**src/rtl/reg_file_2r1w.sv**
```systemverilog
// reg_file_2r1w: register file with one write port and two registered read ports.
// Entry 0 always reads as zero. A read of the address being written returns the new data.
module reg_file_2r1w #(
    parameter int SIZE   = 8,
    parameter int DEPTH  = 8,
    parameter int ADDR_W = 3
) (
    input  logic              clk_i,
    input  logic              rst_i,
    input  logic              wr_en_i,
    input  logic [ADDR_W-1:0] wr_addr_i,
    input  logic [SIZE-1:0]   din_i,
    input  logic              rd_en_a_i,
    input  logic [ADDR_W-1:0] rd_addr_a_i,
    output logic [SIZE-1:0]   dout_a_o,
    output logic              valid_a_o,
    input  logic              rd_en_b_i,
    input  logic [ADDR_W-1:0] rd_addr_b_i,
    output logic [SIZE-1:0]   dout_b_o,
    output logic              valid_b_o
);
    typedef enum logic {IDLE, VALID} vstate_e;

    logic [SIZE-1:0] mem_q [DEPTH];
    logic [SIZE-1:0] dout_a_q, dout_a_d, dout_b_q, dout_b_d;
    logic [SIZE-1:0] rdata_a, rdata_b;
    vstate_e         va_q, va_d, vb_q, vb_d;
    logic            wr_ok, ok_a, ok_b;

    // One extra bit lets DEPTH == 2**ADDR_W be compared without overflow.
    always_comb begin
        wr_ok    = wr_en_i && wr_addr_i != '0 && {1'b0, wr_addr_i} < (ADDR_W+1)'(DEPTH);
        ok_a     = rd_addr_a_i != '0 && {1'b0, rd_addr_a_i} < (ADDR_W+1)'(DEPTH);
        ok_b     = rd_addr_b_i != '0 && {1'b0, rd_addr_b_i} < (ADDR_W+1)'(DEPTH);
        rdata_a  = !ok_a ? '0 : (wr_en_i && wr_addr_i == rd_addr_a_i) ? din_i : mem_q[rd_addr_a_i];
        rdata_b  = !ok_b ? '0 : (wr_en_i && wr_addr_i == rd_addr_b_i) ? din_i : mem_q[rd_addr_b_i];
        dout_a_d = rd_en_a_i ? rdata_a : dout_a_q;
        dout_b_d = rd_en_b_i ? rdata_b : dout_b_q;
        va_d     = rd_en_a_i ? VALID : IDLE;
        vb_d     = rd_en_b_i ? VALID : IDLE;
    end

    always_ff @(posedge clk_i or posedge rst_i) begin
        if (rst_i) begin
            for (int i = 0; i < DEPTH; i++) mem_q[i] <= '0;
        end else if (wr_ok) begin
            mem_q[wr_addr_i] <= din_i;
        end
    end

    always_ff @(posedge clk_i or posedge rst_i) begin
        if (rst_i) begin
            dout_a_q <= '0;
            dout_b_q <= '0;
            va_q     <= IDLE;
            vb_q     <= IDLE;
        end else begin
            dout_a_q <= dout_a_d;
            dout_b_q <= dout_b_d;
            va_q     <= va_d;
            vb_q     <= vb_d;
        end
    end

    assign dout_a_o  = dout_a_q;
    assign dout_b_o  = dout_b_q;
    assign valid_a_o = va_q == VALID;
    assign valid_b_o = vb_q == VALID;
endmodule

```
**config.mk**
```make
export PLATFORM = sky130hd
export DESIGN_NAME = reg_file_2r1w
export DESIGN_NICKNAME = d
export VERILOG_FILES = /design/src/rtl/reg_file_2r1w.sv
export SDC_FILE = /design/constraint.sdc
export NUM_CORES = 1
export LEC_CHECK = 0
export ABC_AREA = 0
export CORE_AREA = 3 3 98 100
export CTS_CLUSTER_SIZE = 25
export DETAILED_ROUTE_END_ITERATION = 10
export DIE_AREA = 0 0 101 103
export DONT_BUFFER_PORTS = 1
export PLACE_DENSITY_LB_ADDON = 0.3
export SLEW_MARGIN = 20
export SYNTH_ARGS = -nofsm -noshare
export SYNTH_HDL_FRONTEND = slang
export SYNTH_SLANG_ARGS = --single-unit
```
**constraint.sdc**
```tcl
create_clock -name clk_i -period 2.7 [get_ports clk_i]
set_input_delay 0.135 -clock clk_i [delete_from_list [all_inputs] [get_ports clk_i]]
set_output_delay 0.135 -clock clk_i [all_outputs]
set_load 0.02 [all_outputs]
```
# After elaboration in Yosys (flattened, before gate mapping)

Cells that the tools add are included.

Logic and storage cells: 43
Register bits after elaboration: 82

Reduce and logical (&&, ||, !) cells: 7
Order comparisons: 4
Muxes and demuxes: 15
Equality and inequality tests: 2
Bitwise operators: 3

Operator list:

| operator                                                   | number |
|---|---|
| two-way mux 8 bit                                          | 9 |
| bitwise mux 64 bit                                         | 1 |
| binary-select mux 8 bit (select 3 bit)                     | 2 |
| demux 8 bit (select 3 bit)                                 | 1 |
| >= comparator 4 bit, second input constant                 | 3 |
| inverter 3 -> 4 bit                                        | 3 |
| nonzero test 3 bit                                         | 3 |
| == test 3 bit                                              | 2 |
| logical AND 1 bit                                          | 4 |
| less-than comparator 4 x 1 -> 1 bit, second input constant | 1 |
| two-way mux 1 bit                                          | 2 |

# Logic depth before layout (Yosys ltp)

Gate-level depths: netlist of the first run.

Depth after elaboration: 6
Depth in mapped cells: 7
Mapped depth without buffers: 4

# Worst setup path after synthesis of the first run

Ideal clock, no wire load.

Path type: input to register
From: input port rd_addr_a_i[1]
To: register dout_a_q[7] (netlist: dout_a_o[7])
Path buffers: 2
Setup time: 0.126 ns
Cell stages on the path: 6
Slack: 1.272 ns
Data arrival time: 1.302 ns
Cell sequence: buf_6 > buf_8 > mux4_2 > nand2_1 > nand2_1 > a221o_1

Longest elaborated chain between the ends: 6
Elaborated cells on any way between the ends: 9
Those cells by class: eq/ne: 1; mux: 5; bitwise: 1; reduce/logical: 2

Ends and longest elaborated chain:

| item                                                  | line | RTL |
|---|---|---|
| start: declaration                                    | 14   | `input logic [ADDR_W-1:0] rd_addr_a_i,` |
| inverter 3 -> 4 bit (implied by the code)             | 35   | `rdata_a = !ok_a ? '0 : (wr_en_i && wr_addr_i == rd_addr_a_i) ? din_i : mem_q[rd_addr_a_i];` |
| binary-select mux 8 bit (select 3 bit)                | 35   |  |
| two-way mux 8 bit (implied by the code) (2 in series) | 35   |  |
| two-way mux 8 bit                                     | 35   |  |
| two-way mux 8 bit *                                   | 35   |  |
| end signal: assignment                                | 58   | `dout_a_q <= dout_a_d;` |
| end: declaration                                      | 25   | `logic [SIZE-1:0] dout_a_q, dout_a_d, dout_b_q, dout_b_d;` |

Mark *: on every way between the ends. The rest lies on a longest branch, timed or not. The select of a mux whose other input is x is not followed.
A chain may end at the register's enable or synchronous reset.

# Worst setup path after layout of the first run

From: register mem_q[47] (netlist bit)
To: register dout_b_q[7] (netlist: dout_b_o[7])

Longest elaborated chain between the ends: 5

Ends and longest elaborated chain:

| item                                                  | line | RTL |
|---|---|---|
| start: declaration                                    | 24   | `logic [SIZE-1:0] mem_q [DEPTH];` |
| start signal: indexed assignment                      | 47   | `mem_q[wr_addr_i] <= din_i;` |
| binary-select mux 8 bit (select 3 bit)                | 36   | `rdata_b = !ok_b ? '0 : (wr_en_i && wr_addr_i == rd_addr_b_i) ? din_i : mem_q[rd_addr_b_i];` |
| two-way mux 8 bit (implied by the code) (2 in series) | 36   |  |
| two-way mux 8 bit (2 in series)                       | 36   |  |
| end signal: assignment                                | 59   | `dout_b_q <= dout_b_d;` |
| end: declaration                                      | 25   |  |

Every way passes these cells. The select of a mux whose other input is x is not followed.

==> metrics.md, run 1 <==
| Metric | Value |
|---|---|
| Mean post-synth cell area | `14.2 sq um` |
| CP Launch Type | `register` |
| LEAKAGE | `between 2 and 2.5 nW` |
| Slowest stage delay, CP | `0.50 ns` |
| Clock sink count | `about 80` |
| Cts bufs inserted | `9` |
| Yosys Warn Count | `0` |
| Area leader, netlist | `dfrtp_1` |
| Later-pin clock latency in the skew report | `0.36 ns` |
| Area after DPL | `4340 sq um` |
| Largest net degree at the start of global routing | `34` |
| Clock Path Buffers | `2` |
| Die Y | `103 microns` |
| Register area share after synthesis | `47.4%` |
| Vias in the first global route | `2,710` |
| Clk slew on worst S/H paths | `0.09 ns` |
| N_diodes | `0` |
| Avg WL per Cell | `24.1 microns` |
| H-tree depth | `3` |
| Hold Crit Class | `in -> reg` |
| Crit end category | `register` |
| Post-synth EDFFs | `0` |
| ANT nets after route | `0` |
| Min Tclk post-route | `about 1.5 ns` |
| Num rows | `34` |
| Finished Cell Area | `4670 sq um` |
| Slew at the pin with the worst max-slew slack | `around 1.1 ns` |
| Worst vdd ir | `0.289 mV` |
| Synth top area share | `47.4%` |
| Die width | `101 microns` |
| Number of distinct library cells after synthesis | `24` |
| Placed cells | `389` |
| Post-Layout Cell Count | `roughly 420` |
| Ys flop type | `dfrtp_1` |
| Cells after Synth | `approximately 300` |
| Drt via density | `6.18` |
| Root buffer cell | `clkbuf_8` |
| RSZ-0062 raised after global routing | `no` |
| Req. time, crit path | `2.95 ns` |
| Layout cells sized above 1 | `28.9%` |
| PwrDens | `709 nW/um^2` |
| Ports | `40` |
| Mapped Nets | `around 330` |
| Initial antenna violation count | `0` |
| First-pass GRT wire length | `between 15,000 and 20,000 microns` |
| Via count | `2,571` |
| Arrival @ worst endpoint | `1.73 ns` |
| Final cell utilization of the core | `between 50% and 60%` |
| FFs w/ async S/R, synth | `100%` |
| Core Area | `8760 sq um` |
| Leading cell types by count after synthesis | `dfrtp_1 (82), mux2_2 (56), nand2_1 (35)` |
| Max-Cap Viols | `0` |
| Synth-to-Final Area Change | `7.89%` |
| Post-DP HPWL | `6460 microns` |
| GR Overflow Total | `0` |
| Rel. slew slack | `27.5%` |
| Total track usage | `20.5%` |
| Max Slew Vio Count | `0` |
| Final setup TNS | `0 ns` |
| CP max FO | `3` |
| Top post-synthesis cells by area | `dfrtp_1 (47%), mux4_1 (15%), mux2_2 (15%)` |
| Outcome | `finished, final reports clean` |
| CP max stage cell | `mux4_1` |
| # setup viols final | `0` |
| #FFs+latches synth | `82` |
| Final hold vios | `0` |
| TritonCTS clock tree | `done` |
| Die area | `around 10,000 sq um` |
| Clock skew | `0.0169 ns` |
| Crit path kind | `reg -> reg` |
| Initial core utilization | `49.4%` |
| FMAX | `673 MHz` |
| Nets | `325` |
| Initial DRC count | `96` |
| # port buffers | `0` |
| GP Congestion | `0.735` |
| Initial DRT Pass Iterations | `4` |
| Synthesized cell area | `~4300 sq um` |
| Hold WS | `0.00627 ns` |
| Most common cell in the netlist | `dfrtp_1` |
| DRC | `0` |
| Crit share post-route | `55.1%` |
| Post-CTS Setup Repair Bufs | `0` |
| Critical path cell sequence | `mux4_1, nand2b_1, nand2_1, a221o_1` |
| Final wirelength | `10,000 microns` |
==> report_power, final <==
part	leakage, nW	internal [mW]	switching [mW]	total (mW)
sequential	1.01	1.46	0.234	1.70
combinational	0.929	0.402	0.199	0.601
clock	0.102	0.527	0.485	1.01
total	2.04	2.39	0.918	3.31
==> worst max-delay path: cells and delay by family (launching register included) <==
family | cells | cell delay, ns
flip-flops | 1 | 0.40
AO/OA/AOI/OAI | 1 | 0.34
multiplexers | 1 | 0.50
AND/OR/NAND/NOR | 2 | 0.14
==> metal layers <==
| metal | GRT usage [%] | vias up | routed length [microns] |
|---|---|---|---|
| li1 | - | 1140 | - |
| met1 | 28.0 | 1345 | 4470 |
| met2 | 33.8 | 69 | 4940 |
| met3 | 3.38 | 17 | 473 |
| met4 | 6.65 | 0 | 164 |
| met5 | 0 | - | 0 |
==> state kept, by name (all words and copies together) (netlist names) <==
signal     cells
valid_a_o      1
mem_q         64
valid_b_o      1
dout_a_o       8
dout_b_o       8
==> cells in the final DEF (no fill, tap or decap), types with 2 or more instances in the layout <==
cell type      synthesis  routed
a221o_1               16      16
and3_1                 2       2
buf_4                  0       4
bufinv_16              0       2
clkbuf_8               0       9
clkinvlp_4             0       3
dfrtp_1               82      82
dlygate4sd3_1          0      11
inv_6                  0       2
mux2_2                56      56
mux4_1                24      24
mux4_2                 8       8
nand2_1               35      35
nand2b_1              16      16
nand4_1                2       2
nand4b_1               3       3
nor2_1                 2       2
nor2b_1               17      17
nor4bb_2               0       2
o31ai_1                2       2
xnor2_1                5       5
==> area by class of cell <==
cell class              instances  area [sq um]
repair buffers                 15           140
fillers                       742          4090
well taps                     108           135
inverters                       1          5.00
multi-input cells             194          2120
clock inverters                 7           100
clock buffers                   9           124
flip-flops and latches         82          2050
==> per-stage QoR <==
stage               worst slack [ns]  total power [mW]
global placement                1.15              2.28
CTS                             1.21              3.34
finish                          1.21              3.31
floorplan                      0.457              2.20
global route                    1.15              3.47
detailed placement              1.17              2.30
==> cell families after synthesis <==
logic type             share of synthesized area [%]
buffers and inverters                           4.04
AO/OA/AOI/OAI                                   4.28
XOR/XNOR                                        1.01
AND/OR/NAND/NOR                                 10.0
multiplexers                                    33.3
flip-flops                                      47.4
==> worst paths after layout <==
kind | start | endpoint | slack [ns] | cells after the start
min | rd_addr_b_i[0] | dout_b_o[2]$_DFFE_PP0P_ | 0.006 | 3
max in group asynchronous | rst_i | mem_q[47]$_DFFE_PP0P_ | 1.73 | 3
max reg2reg | mem_q[47]$_DFFE_PP0P_ | dout_b_o[7]$_DFFE_PP0P_ | 1.21 | 4
min reg2reg | mem_q[57]$_DFFE_PP0P_ | mem_q[57]$_DFFE_PP0P_ | 0.39 | 0
max | mem_q[47]$_DFFE_PP0P_ | dout_b_o[7]$_DFFE_PP0P_ | 1.21 | 4
min in group asynchronous | rst_i | mem_q[10]$_DFFE_PP0P_ | 0.22 | 2
==> repair_timing <==
item                      4_1_cts  5_1_grt
hold endpoints to repair       96        0
hold buffers                   11        0
gates resized for setup         0        0
Note: power is estimated with default switching activity, not from simulation.
==> run 2, diff against run 1 <==
- ABC_AREA: 0 -> 1
- CORE_AREA: 3 3 98 100 -> 3 3 99 101
- DIE_AREA: 0 0 101 103 -> 0 0 102 104
- clock period: 2.7 -> 1.52 ns (I/O delays scaled with it)
==> metrics.md, run 2 <==
| Metric | Value |
|---|---|
| Area leader, netlist | `dfrtp_1 (unchanged)` |
| CP Launch Type | `register (unchanged)` |
| Ports | `40 (unchanged)` |
| Crit path kind | `reg -> reg (unchanged)` |
| Drt via density | `5.67 (was 6.18)` |
| # setup viols final | `0 (unchanged)` |
| Num rows | `35 (was 34)` |
| Nets | `636 (was 325)` |
| Simple-gate share of the synthesized area | `39.2% (was 10.0%)` |
| Max Slew Vio Count | `0 (unchanged)` |
| Mapped Nets | `652 (was 327)` |
| Core Area | `9110 sq um (was 8760 sq um)` |
| R2r setup slk | `0.42 ns (was 1.21 ns)` |
| CP max FO | `3 (unchanged)` |
| FMAX | `908 MHz (was 673 MHz)` |
| Avg WL per Cell | `16.8 microns (was 24.1 microns)` |
| Hold endpoint | `dout_b_o[3]$_DFFE_PP0P_ (was dout_b_o[2]$_DFFE_PP0P_)` |
| Number of distinct library cells after synthesis | `22 (was 24)` |
| R2r endpoint | `dout_a_o[1]$_DFFE_PP0P_ (was dout_b_o[7]$_DFFE_PP0P_)` |
| Crit end category | `register (unchanged)` |
| Worst vdd ir | `0.502 mV (was 0.289 mV)` |
| GP Congestion | `0.934 (was 0.735)` |
| PwrDens | `1140 nW/um^2 (was 709 nW/um^2)` |
| Depth of the most critical reg-to-reg path | `6 (was 4)` |
| Final wirelength | `12,300 microns (was 10,000 microns)` |
| Slew at the pin with the worst max-slew slack | `0.650 ns (was 1.08 ns)` |
| Mean post-synth cell area | `7.14 sq um (was 14.2 sq um)` |
| Total track usage | `24.0% (was 20.5%)` |
| TritonCTS clock tree | `done (unchanged)` |
| Clock Path Buffers | `2 (unchanged)` |
| Post-synth EDFFs | `0 (unchanged)` |
| Most common cell after layout, fill and taps aside | `nand2_1 (was dfrtp_1)` |
| Min-delay src | `rd_en_b_i (was rd_addr_b_i[0])` |
| #FFs+latches synth | `82 (unchanged)` |
| Main combinational cell family by area after synthesis | `simple AND/OR/NAND/NOR gates (was multiplexers)` |
| Initial core utilization | `49.4% (about the same)` |
| Clock skew | `0.00617 ns (was 0.0169 ns)` |
| Hold WS | `0.0221 ns (was 0.00627 ns)` |
| Initial DRT Pass Iterations | `5 (was 4)` |
| Min Tclk post-route | `1.10 ns (was 1.49 ns)` |
| Largest Register | `mem_q (unchanged)` |
| Max FFs per register | `64 (unchanged)` |
| Via count | `4,130 (was 2,571)` |
| Clock sink count | `82 (unchanged)` |
| Most common cell in the netlist | `nand2_1 (was dfrtp_1)` |
| Hold Crit Class | `in -> reg (unchanged)` |
| Cells after Synth | `630 (was 305)` |
| Initial antenna violation count | `0 (unchanged)` |
| Crit share post-route | `72.4% (was 55.1%)` |
| Outcome | `finished, final reports clean (unchanged)` |
| Post-Synth XOR/XNOR Area | `0% (was 1.01%)` |
| Post-Layout Cell Count | `729 (was 416)` |
| Layout cells sized above 1 | `6.96% (was 28.9%)` |
| Most frequent cells in the layout | `nand2_1 (261), nand3_1 (129), dfrtp_1 (82) (was dfrtp_1 (82), mux2_2 (56), nand2_1 (35))` |
| CTS resizes | `0 (unchanged)` |
| Max-Cap Viols | `0 (unchanged)` |
| Placed cells | `711 (was 389)` |
| Synth-to-Final Area Change | `4.92% (was 7.89%)` |
| Clk slew on worst S/H paths | `0.08 ns (was 0.09 ns)` |
| Arrival @ worst endpoint | `1.35 ns (was 1.73 ns)` |
| Synth top area share | `45.6% (was 47.4%)` |
| Fraction of the mapped netlist area in adder cells | `0% (unchanged)` |
| H-tree depth | `3 (unchanged)` |
| Hold Path Depth | `3 (unchanged)` |
| DRC | `0 (unchanged)` |
| Area occupied by multi-input gates | `2070 sq um (was 2120 sq um)` |
| Final setup TNS | `0 ns (unchanged)` |
| Register area share after synthesis | `45.6% (was 47.4%)` |
| FFs w/ async S/R, synth | `100% (unchanged)` |
| Req. time, crit path | `1.77 ns (was 2.95 ns)` |
| Vias in the first global route | `3,820 (was 2,710)` |
| RSZ-0062 raised after global routing | `no (unchanged)` |
| Post-DP HPWL | `8410 microns (was 6460 microns)` |
| Storage element area | `2050 sq um (unchanged)` |
| Total power | `5.37 mW (was 3.31 mW)` |
| Finished Cell Area | `4720 sq um (was 4670 sq um)` |
| Root buffer cell | `clkbuf_8 (unchanged)` |
| Initial DRC count | `404 (was 96)` |
| Slowest stage delay, CP | `0.40 ns (was 0.50 ns)` |
| GR Overflow Total | `0 (unchanged)` |
| Area after DPL | `4520 sq um (was 4340 sq um)` |
| Leading cell types by count after synthesis | `nand2_1 (261), nand3_1 (129), dfrtp_1 (82) (was dfrtp_1 (82), mux2_2 (56), nand2_1 (35))` |
| Ys flop type | `dfrtp_1 (unchanged)` |
| Cts bufs inserted | `9 (unchanged)` |
| Largest net degree at the start of global routing | `83 (was 34)` |
| Rel. slew slack | `56.5% (was 27.5%)` |
| N_diodes | `0 (unchanged)` |
| Die area | `10,600 sq um (was 10,400 sq um)` |
| Fillers | `903 (was 742)` |
| # port buffers | `0 (unchanged)` |
| Yosys Warn Count | `0 (unchanged)` |
| CP max stage cell | `dfrtp_1 (was mux4_1)` |
| Top post-synthesis cells by area | `dfrtp_1 (46%), nand2_1 (22%), nand3_1 (14%) (was dfrtp_1 (47%), mux4_1 (15%), mux2_2 (15%))` |
| Later-pin clock latency in the skew report | `0.35 ns (was 0.36 ns)` |
| Die width | `102 microns (was 101 microns)` |
| First-pass GRT wire length | `19,900 microns (was 15,600 microns)` |
| Mux contribution to synthesized area | `0% (was 33.3%)` |
| Die Y | `104 microns (was 103 microns)` |
| RR Startpoint | `mem_q[17]$_DFFE_PP0P_ (was mem_q[47]$_DFFE_PP0P_)` |
| LEAKAGE | `2.38 nW (was 2.04 nW)` |
| Synthesized cell area | `4500 sq um (was 4330 sq um)` |
| Final hold vios | `0 (unchanged)` |
| Critical path cell sequence | `nand2_1, nand3_1, nand3_1, nand3_1, nand2_1, nand2_1 (was mux4_1, nand2b_1, nand2_1, a221o_1)` |
| Synth Area in Compound Gates | `6.79% (was 4.28%)` |
| ANT nets after route | `0 (unchanged)` |
## run 2: how the worst max path moves through the flow
stage / startpoint / slack [ns] / end
after detailed placement: rd_addr_a_i[1] / 0.40 / dout_a_o[4]$_DFFE_PP0P_
after floorplan: rst_i / 0.51 / dout_a_o[0]$_DFFE_PP0P_
after global placement: rd_addr_a_i[1] / 0.44 / dout_a_o[0]$_DFFE_PP0P_
after CTS: mem_q[17]$_DFFE_PP0P_ / 0.44 / dout_a_o[1]$_DFFE_PP0P_
after global routing: mem_q[17]$_DFFE_PP0P_ / 0.31 / dout_a_o[1]$_DFFE_PP0P_
final: mem_q[17]$_DFFE_PP0P_ / 0.42 / dout_a_o[1]$_DFFE_PP0P_
## run 2: layout make-up
class                      count  area share [%]
multi-input combinational    469            43.9
inverter                      42            3.55
sequential                    82            43.5
clock buffer                  12            3.29
timing repair buffer          10            2.55
tap                          111            2.94
clock inverter                 3           0.318
## run 2: layer usage
metal | wire length, microns | global-route usage [%]
met4 | 264 | 8.81
met5 | 0 | 0
met2 | 5590 | 35.7
met3 | 1140 | 4.02
met1 | 5290 | 35.0
## run 2: kinds of logic (layout without fill, tap and decap cells)
| group | after synthesis | in the layout |
|---|---|---|
| simple gates | 411 | 411 |
| flops | 82 | 82 |
| buf+inv | 79 | 67 |
| compound gates | 58 | 58 |
## run 2: metrics by stage
stage | worst slack, ns | util, %
6_report | 0.419 | 51.8
3_3_place_gp | 0.445 | 49.6
4_1_cts | 0.438 | 51.8
2_1_floorplan | 0.506 | -
3_5_place_dp | 0.404 | 49.6
5_1_grt | 0.306 | 51.8
## run 2: power by group
group	internal, mW	switching (mW)
Combinational	0.392	0.632
Sequential	2.53	0.379
Clock	0.667	0.770
## run 2: what timing repair did
action	CTS	global route
setup buffers	0	0
hold endpoints to repair	84	0
hold buffers	3	0
endpoints found under the setup margin	0	0
## run 2: critical path: cells and delay by family, from the launching register on
| family | cells | cell delay, ns |
|---|---|---|
| DFF | 1 | 0.40 |
| and+or+nand+nor | 6 | 0.60 |
